File: config.mk
export PLATFORM = sky130hd
export DESIGN_NAME = llr_seq_addsub_flat
export DESIGN_NICKNAME = d
export VERILOG_FILES = /design/src/rtl/llr_seq_addsub_if.sv /design/src/rtl/llr_seq_addsub.sv /design/src/flat_wrapper.sv
export SDC_FILE = /design/constraint.sdc
export NUM_CORES = 1
export LEC_CHECK = 0
export CORE_ASPECT_RATIO = 0.6
export CORE_MARGIN = 4
export CORE_UTILIZATION = 40
export DETAILED_ROUTE_END_ITERATION = 10
export PLACE_DENSITY = 0.71
export SYNTH_ARGS = -nofsm -noshare
export SYNTH_HDL_FRONTEND = slang
export SYNTH_SLANG_ARGS = --single-unit
File: constraint.sdc
create_clock -name clk -period 7.3 [get_ports clk]
set_input_delay 1.46 -clock clk [delete_from_list [all_inputs] [get_ports clk]]
set_output_delay 1.46 -clock clk [all_outputs]
set_load 0.03 [all_outputs]
File: src/rtl/llr_seq_addsub_if.sv
// Request/result handshake bundle for llr_seq_addsub: operands and mode in, result and flags out.
interface llr_seq_addsub_if #(
  parameter int WIDTH = 8
);
  logic             in_valid;
  logic             in_ready;
  logic [WIDTH-1:0] op_a;
  logic [WIDTH-1:0] op_b;
  logic [1:0]       mode;
  logic             out_valid;
  logic             out_ready;
  logic [WIDTH-1:0] result;
  logic             carry;
  logic             overflow;
  logic [WIDTH-1:0] acc;

  modport master (
    output in_valid, op_a, op_b, mode, out_ready,
    input  in_ready, out_valid, result, carry, overflow, acc
  );

  modport slave (
    input  in_valid, op_a, op_b, mode, out_ready,
    output in_ready, out_valid, result, carry, overflow, acc
  );
endinterface

File: src/rtl/llr_seq_addsub.sv
// Chunked sequential add/sub/accumulate with signed-overflow flag; CHUNK bits resolved per cycle.
// Optional result clamping on signed overflow when LLR_SEQ_SATURATE_EN is defined.
module llr_seq_addsub #(
  parameter int WIDTH = 8,
  parameter int CHUNK = 4
) (
  input  logic           clk,
  input  logic           rst_n,
  llr_seq_addsub_if.slave bus
);
  localparam int N     = WIDTH / CHUNK;
  localparam int CNT_W = (N > 1) ? $clog2(N) : 1;
  localparam int MSB   = WIDTH - 1;
  localparam logic [CNT_W-1:0] LAST = CNT_W'(N - 1);

  if (WIDTH % CHUNK != 0) begin : g_bad_chunk
    $error("llr_seq_addsub: WIDTH must be a multiple of CHUNK");
  end

  typedef enum logic [1:0] {IDLE, CALC, DONE} state_t;

  state_t             state;
  logic [CNT_W-1:0]   cnt;
  logic               in_ready_r;
  logic               out_valid_r;
  logic [WIDTH-1:0]   result_r;
  logic               carry_r;
  logic               ovf_r;
  logic [WIDTH-1:0]   acc_r;

  logic [WIDTH-1:0]   x_r;
  logic [WIDTH-1:0]   y_r;
  logic [WIDTH-1:0]   sum_r;
  logic               cy_r;
  logic [1:0]         mode_r;

  logic [WIDTH-1:0]   x_in;
  logic [WIDTH-1:0]   y_in;
  logic [CHUNK:0]     chunk_sum;
  logic [WIDTH-1:0]   sum_nx;
  logic               ovf_nx;
  logic [WIDTH-1:0]   res_fin;
  logic               acc_upd;

  always_comb begin
    x_in = bus.op_a;
    y_in = bus.op_b;
    case (bus.mode)
      2'b01:   y_in = ~bus.op_b;
      2'b10: begin
        x_in = acc_r;
        y_in = bus.op_a;
      end
      2'b11: begin
        x_in = '0;
        y_in = bus.op_a;
      end
      default: ;
    endcase
  end

  // Stage: one chunk of the ripple add per CALC cycle, carry held in cy_r between chunks.
  always_comb begin
    int lo;
    lo        = CHUNK * int'(cnt);
    chunk_sum = {1'b0, x_r[lo +: CHUNK]} + {1'b0, y_r[lo +: CHUNK]} + (CHUNK+1)'(cy_r);
    sum_nx    = sum_r;
    sum_nx[lo +: CHUNK] = chunk_sum[CHUNK-1:0];
  end

  assign ovf_nx  = (x_r[MSB] == y_r[MSB]) && (sum_nx[MSB] != x_r[MSB]);
  assign acc_upd = (mode_r == 2'b10) || (mode_r == 2'b11);

`ifdef LLR_SEQ_SATURATE_EN
  function automatic logic [WIDTH-1:0] sat_fn(input logic [WIDTH-1:0] s,
                                              input logic ovf,
                                              input logic x_msb);
    if (!ovf) return s;
    return x_msb ? {1'b1, {(WIDTH-1){1'b0}}} : {1'b0, {(WIDTH-1){1'b1}}};
  endfunction

  assign res_fin = sat_fn(sum_nx, ovf_nx, x_r[MSB]);
`else
  assign res_fin = sum_nx;
`endif

  // Operand capture and chunk datapath; aborted work is simply discarded, so no reset here.
  always_ff @(posedge clk) begin
    if (state == IDLE && bus.in_valid) begin
      x_r    <= x_in;
      y_r    <= y_in;
      cy_r   <= (bus.mode == 2'b01);
      mode_r <= bus.mode;
    end else if (state == CALC) begin
      sum_r  <= sum_nx;
      cy_r   <= chunk_sum[CHUNK];
    end
  end

  always_ff @(posedge clk or negedge rst_n) begin
    if (!rst_n) begin
      state       <= IDLE;
      cnt         <= '0;
      in_ready_r  <= 1'b1;
      out_valid_r <= 1'b0;
      result_r    <= '0;
      carry_r     <= 1'b0;
      ovf_r       <= 1'b0;
      acc_r       <= '0;
    end else begin
      case (state)
        IDLE: begin
          if (bus.in_valid) begin
            state      <= CALC;
            cnt        <= '0;
            in_ready_r <= 1'b0;
          end
        end
        CALC: begin
          if (cnt == LAST) begin
            state       <= DONE;
            cnt         <= '0;
            out_valid_r <= 1'b1;
            result_r    <= res_fin;
            carry_r     <= chunk_sum[CHUNK];
            ovf_r       <= ovf_nx;
            if (acc_upd) acc_r <= res_fin;
          end else begin
            cnt <= cnt + CNT_W'(1);
          end
        end
        DONE: begin
          if (bus.out_ready) begin
            state       <= IDLE;
            out_valid_r <= 1'b0;
            in_ready_r  <= 1'b1;
          end
        end
        default: begin
          state       <= IDLE;
          cnt         <= '0;
          in_ready_r  <= 1'b1;
          out_valid_r <= 1'b0;
        end
      endcase
    end
  end

  assign bus.in_ready  = in_ready_r;
  assign bus.out_valid = out_valid_r;
  assign bus.result    = result_r;
  assign bus.carry     = carry_r;
  assign bus.overflow  = ovf_r;
  assign bus.acc       = acc_r;

endmodule

File: src/flat_wrapper.sv
// flat-port wrapper written by rule: the top's interface ports become plain ports
module llr_seq_addsub_flat 
#(
  parameter int WIDTH = 8,
  parameter int CHUNK = 4
)
  (clk, rst_n, bus_in_valid, bus_op_a, bus_op_b, bus_mode, bus_out_ready, bus_in_ready, bus_out_valid, bus_result, bus_carry, bus_overflow, bus_acc);
  llr_seq_addsub_if #(.WIDTH(WIDTH)) bus_i ();
  input  logic clk;
  input  logic rst_n;
  input wire logic [$bits(bus_i.in_valid)-1:0] bus_in_valid;
  input wire logic [$bits(bus_i.op_a)-1:0] bus_op_a;
  input wire logic [$bits(bus_i.op_b)-1:0] bus_op_b;
  input wire logic [$bits(bus_i.mode)-1:0] bus_mode;
  input wire logic [$bits(bus_i.out_ready)-1:0] bus_out_ready;
  output wire logic [$bits(bus_i.in_ready)-1:0] bus_in_ready;
  output wire logic [$bits(bus_i.out_valid)-1:0] bus_out_valid;
  output wire logic [$bits(bus_i.result)-1:0] bus_result;
  output wire logic [$bits(bus_i.carry)-1:0] bus_carry;
  output wire logic [$bits(bus_i.overflow)-1:0] bus_overflow;
  output wire logic [$bits(bus_i.acc)-1:0] bus_acc;
  assign bus_i.in_valid = bus_in_valid;
  assign bus_i.op_a = bus_op_a;
  assign bus_i.op_b = bus_op_b;
  assign bus_i.mode = bus_mode;
  assign bus_i.out_ready = bus_out_ready;
  assign bus_in_ready = bus_i.in_ready;
  assign bus_out_valid = bus_i.out_valid;
  assign bus_result = bus_i.result;
  assign bus_carry = bus_i.carry;
  assign bus_overflow = bus_i.overflow;
  assign bus_acc = bus_i.acc;
  llr_seq_addsub #(.WIDTH(WIDTH), .CHUNK(CHUNK)) u_core (.clk(clk), .rst_n(rst_n), .bus(bus_i));
endmodule
; Word level (Yosys, flattened, before mapping)
; Index checks and enable logic that the tools add are counted.
[op_classes]
addsub = 4
eq_ne = 12
shifts = 4
muxes = 17
bitwise_logic = 5
reduce_logical = 13
[ops]
columns = op, n
row1 = 3-bit negation with 33-bit output, 1
row2 = 4-bit by 33-bit variable shift with 8-bit output (first input constant), 1
row3 = 4-bit by 33-bit indexed part select with 8-bit output, 1
row4 = 8-bit one-hot mux with 2 select lines, 2
row5 = 8-bit by 4-bit indexed part select with 4-bit output, 2
row6 = 3-bit AND reduction, 4
row7 = 2-bit == test (second input constant), 5
row8 = 1-bit one-hot mux with 3 select lines, 3
row9 = 8-bit bitwise mux, 1
row10 = 8-bit inverter, 1
row11 = 1-bit 2-to-1 mux, 7
row12 = 2-bit 2-to-1 mux, 3
row13 = 2-bit one-hot mux with 3 select lines, 1
row14 = 2-bit AND reduction, 3
row15 = 4-bit by 4-bit adder with 5-bit output, 1
row16 = 5-bit by 1-bit adder with 5-bit output, 1
row17 = 2-bit by 1-bit == test with 1-bit output (second input constant), 2
row18 = 2-bit inequality test (second input constant), 2
row19 = 1-bit inverter, 4
row20 = 1-bit logical AND, 2
row21 = 2-bit zero test, 1
row22 = 2-bit by 1-bit inequality test with 1-bit output (second input constant), 1
row23 = 2-bit nonzero test, 1
row24 = 2-bit OR reduction, 1
row25 = 4 further kinds, 4
[totals]
ff_bits = 50
inputBits = 22
out_inout_bits = 20
word_cells = 68

; Logic depth before layout (Yosys ltp)
[depth]
word_depth = 7
depth_mapped = 9
depth_no_buf = 6

; Least setup slack after synthesis
; Ideal clock, no wire load.
[synth_path]
path_type = input to register
start = in bus_in_valid
end = reg u_core.cy_r, data pin
setup_ns = 0.300
arrival_time_ns = 2.535
t_required_ns = 7.000
slack_ns = 4.464
cell_stages = 3
n_path_buf = 0
cell_sequence = nand2b_1 nor2_1 o21ai_0
[synth_between]
elab_chain_len = 2
[synth_rtl]
columns = element, line
row1 = "start, declared", flat_wrapper.sv:11  ; input wire logic [$bits(bus_i.in_valid)-1:0] bus_in_valid;
row2 = 1-bit logical AND, llr_seq_addsub.sv:89  ; if (state == IDLE && bus.in_valid) begin
row3 = 1-bit 2-to-1 mux, llr_seq_addsub.sv:89
row4 = "end signal, assigned", llr_seq_addsub.sv:92  ; cy_r <= (bus.mode == 2'b01);
row5 = "end signal, assigned", llr_seq_addsub.sv:96  ; cy_r <= chunk_sum[CHUNK];
row6 = "end, declared", llr_seq_addsub.sv:34  ; logic cy_r;
; Every way passes these cells.
; A chain may end at the register's enable or synchronous reset.

; Worst setup path in the final report
[layout_path]
start = reg u_core.in_ready_r (netlist: u_core.bus.in_ready)
end = out bus_in_ready
[layout_rtl]
columns = element, line
row1 = "start, declared", llr_seq_addsub.sv:24  ; logic in_ready_r;
row2 = "start signal, assigned", llr_seq_addsub.sv:104  ; in_ready_r <= 1'b1;
row3 = "start signal, assigned", llr_seq_addsub.sv:116  ; in_ready_r <= 1'b0;
row4 = "start signal, assigned", llr_seq_addsub.sv:136  ; in_ready_r <= 1'b1;
row5 = "end, declared", flat_wrapper.sv:16  ; output wire logic [$bits(bus_i.in_ready)-1:0] bus_in_ready;
; No word-level cell between the ends.

==> results.tsv <==
metric	value	unit
finalHoldViolCount	0	
grt_max_degree	32	
core	5650	sq um
synth-edff-count	26	
syn_nets	222	
place_hpwl	3450	microns
ys_seq_area_share	57.2	%
num_vias	1565	
worstPathMaxFanout	3	
cts_hold_buf	0	
place_ws	4.05	ns
holdWs	0.488	ns
leakagePower	0.00114	uW
numClockSinks	49	
diodes	0	
ys.flop_type	edfxtp_1	
drtAntennaViolNets	0	
ioPinCount	42	
crit_cells	1	
cts_tree	done	
path_delay_family	buffers and inverters	
netlist_top_cells_count	edfxtp_1 (26), nand2_1 (25), mux2_1 (24), dfrtp_1 (22), o21ai_0 (11)	
post_cts_buffers	0	
status	finished clean	
clockBufferDepth	2	
end_kind	output port	
synthDominantCellAreaShare	32.9	%
vdd_ir_drop_max	193	uV
route.detailed.drc	0	
finalCritPeriodShare	40.8	%
vias_per_cell	4.95	
fin_crit	2.98	ns
p_switching	521	uW
rsz0062_at_grt	no	
routed_wl	4720	microns
clk_pin_slew	0.08	ns
io_buffers	41	
critPathRequiredTime	5.84	ns
synth_compound_area_share	8.38	%
fmax	0.336	GHz
slowest_stage	clkdlybuf4s50_1	
crit_path_start	u_core.bus.in_ready	
clkPwrFrac	12.5	%
fin_cells	316	
max-cap-violations	0	
sequentialPowerShare	38.8	%
synth_area	2370	sq um
drtIter0Drc	70	
gp_congestion	0.782	
htreeDepth	2	
fp.dieH	67.7	microns
reg2reg_from	u_core.cnt	
critPathBufInv	1	
cts_buffers	5	
nets	262	
crit_chain	clkdlybuf4s50_1	
internal_power	789	uW
die_x	107	microns
cts-resized-gates	0	
r2r_cells	7	
synth_cells	195	
grt_use_total	14.5	%
wl_per_cell	14.9	microns
reg2reg_to	u_core.bus.acc[6]	
clock_skew	0.00517	ns
die_area	7270	sq um
yosys.area_share.simple	10.1	%
grt_pass1_vias	1528	
drive_gt1_share	6.78	%
hold_path_class	reg -> reg	
combPwrFrac	48.8	%
yosys.area.top_type	edfxtp_1	
slowest_delay	0.66	ns
regToRegSetupSlack	4.46	ns
max_slew_margin	26.0	%
area_growth_syn_to_layout	23.0	%
dp_cells	308	
firstDrtPassIters	4	
hp-start	u_core.bus.result[7]	
ctsRootBufferMaster	clkbuf_8	
async_reset_ff_share	46.9	%
worstHoldPathCells	2	
start_util	42.0	%
synthAdderAreaFrac	3.27	%
grt.overflow.total	0	
rows	21	
synth_top_family_by_area	multiplexers	
setup_ws	4.32	ns
finish.utilization	51.7	%
tightest_slew	1.11	ns
worstSetupStartpointType	register	
antenna_found_initial	0	
path_class	reg -> out	
ys_top_cells_by_area	edfxtp_1 (33%), dfrtp_1 (23%), mux2_1 (11%), nand2_1 (4.0%), xnor2_1 (3.3%)	
hold_end	u_core.bus.result[7]	
arrival	1.52	ns
fin_setup_tns	0	ns
clock_latency	0.30	ns
drv_slew	0	
power.density	449	nW/um^2
synth_xor_area_share	3.69	%
setup_viol	0	
yosysMostFrequentCell	edfxtp_1	
muxShareOfSynthArea	12.7	%
synth_seq_cells	49	
synthesis.yosys.warnings	0	
grt_first_pass_wirelength	7820	microns
p_sw_share	39.8	%
syn_area_per_cell	12.2	sq um
ys_types	37	
-- cells by family after synthesis --
| family | Yosys count |
|---|---|
| AO/OA/AOI/OAI | 35 |
| XOR/XNOR | 10 |
| adder cells (fa/ha/maj) | 5 |
| buffers and inverters | 21 |
| flip-flops | 49 |
| multiplexers | 27 |
| AND/OR/NAND/NOR | 48 |
-- cell type report --
type | instances | area [sq um]
Timing Repair Buffer | 43 | 425
Fill cell | 517 | 2730
Sequential cell | 49 | 1360
Inverter | 11 | 41.3
Multi-Input combinational cell | 125 | 905
Tap cell | 80 | 100
Clock buffer | 8 | 90.1
-- cells in the final DEF, fill, tap and decap left out, drive strengths merged, types with 4 or more instances in the layout --
cell type,n
inv,11
o22ai,5
xnor2,9
dfrtp,22
o21ai,19
a21oi,7
nor2,7
nand3b,4
edfxtp,26
clkbuf,8
nand2,27
clkdlybuf4s50,41
mux2,25
-- power groups by stage --
stage | registers [uW] | logic (uW) | clock network, uW
floorplan | 599 | 339 | 0
global placement | 511 | 630 | 0
detailed placement | 515 | 642 | 0
CTS | 509 | 645 | 168
global route | 525 | 695 | 183
finish | 508 | 639 | 163
-- state kept, by name, summed over array words and instances, names as in the netlist --
name                  cells
u_core.bus.acc            8
u_core.bus.result         8
u_core.sum_r              8
u_core.x_r                8
u_core.y_r                8
u_core.state              2
u_core.bus.carry          1
u_core.bus.in_ready       1
u_core.bus.out_valid      1
u_core.bus.overflow       1
u_core.cnt                1
u_core.cy_r               1
u_core.mode_r             1
-- how the worst max path moves through the flow --
stage                    endpoint  slack, ns
floorplan             u_core.cy_r       4.46
global placement    u_core.x_r[6]       4.14
detailed placement  u_core.x_r[1]       4.05
CTS                  bus_in_ready       4.31
global route        u_core.x_r[6]       4.18
finish               bus_in_ready       4.32
-- stage by stage --
stage | power [uW] | area [sq um]
after global placement | 1140 | 2830
after CTS | 1320 | 2920
after detailed placement | 1160 | 2830
after floorplan | 938 | 2370
after global routing | 1400 | 2920
final | 1310 | 2920
-- routing by layer --
metal  GRT usage (%)  vias up  wire length (microns)
met2            20.2       54                   1890
met3            5.54        4                    381
met1            21.0      748                   2400
met4            4.25        0                     42
met5               0        -                      0
li1                -      759                      -
(Power assumes the default switching activity.)
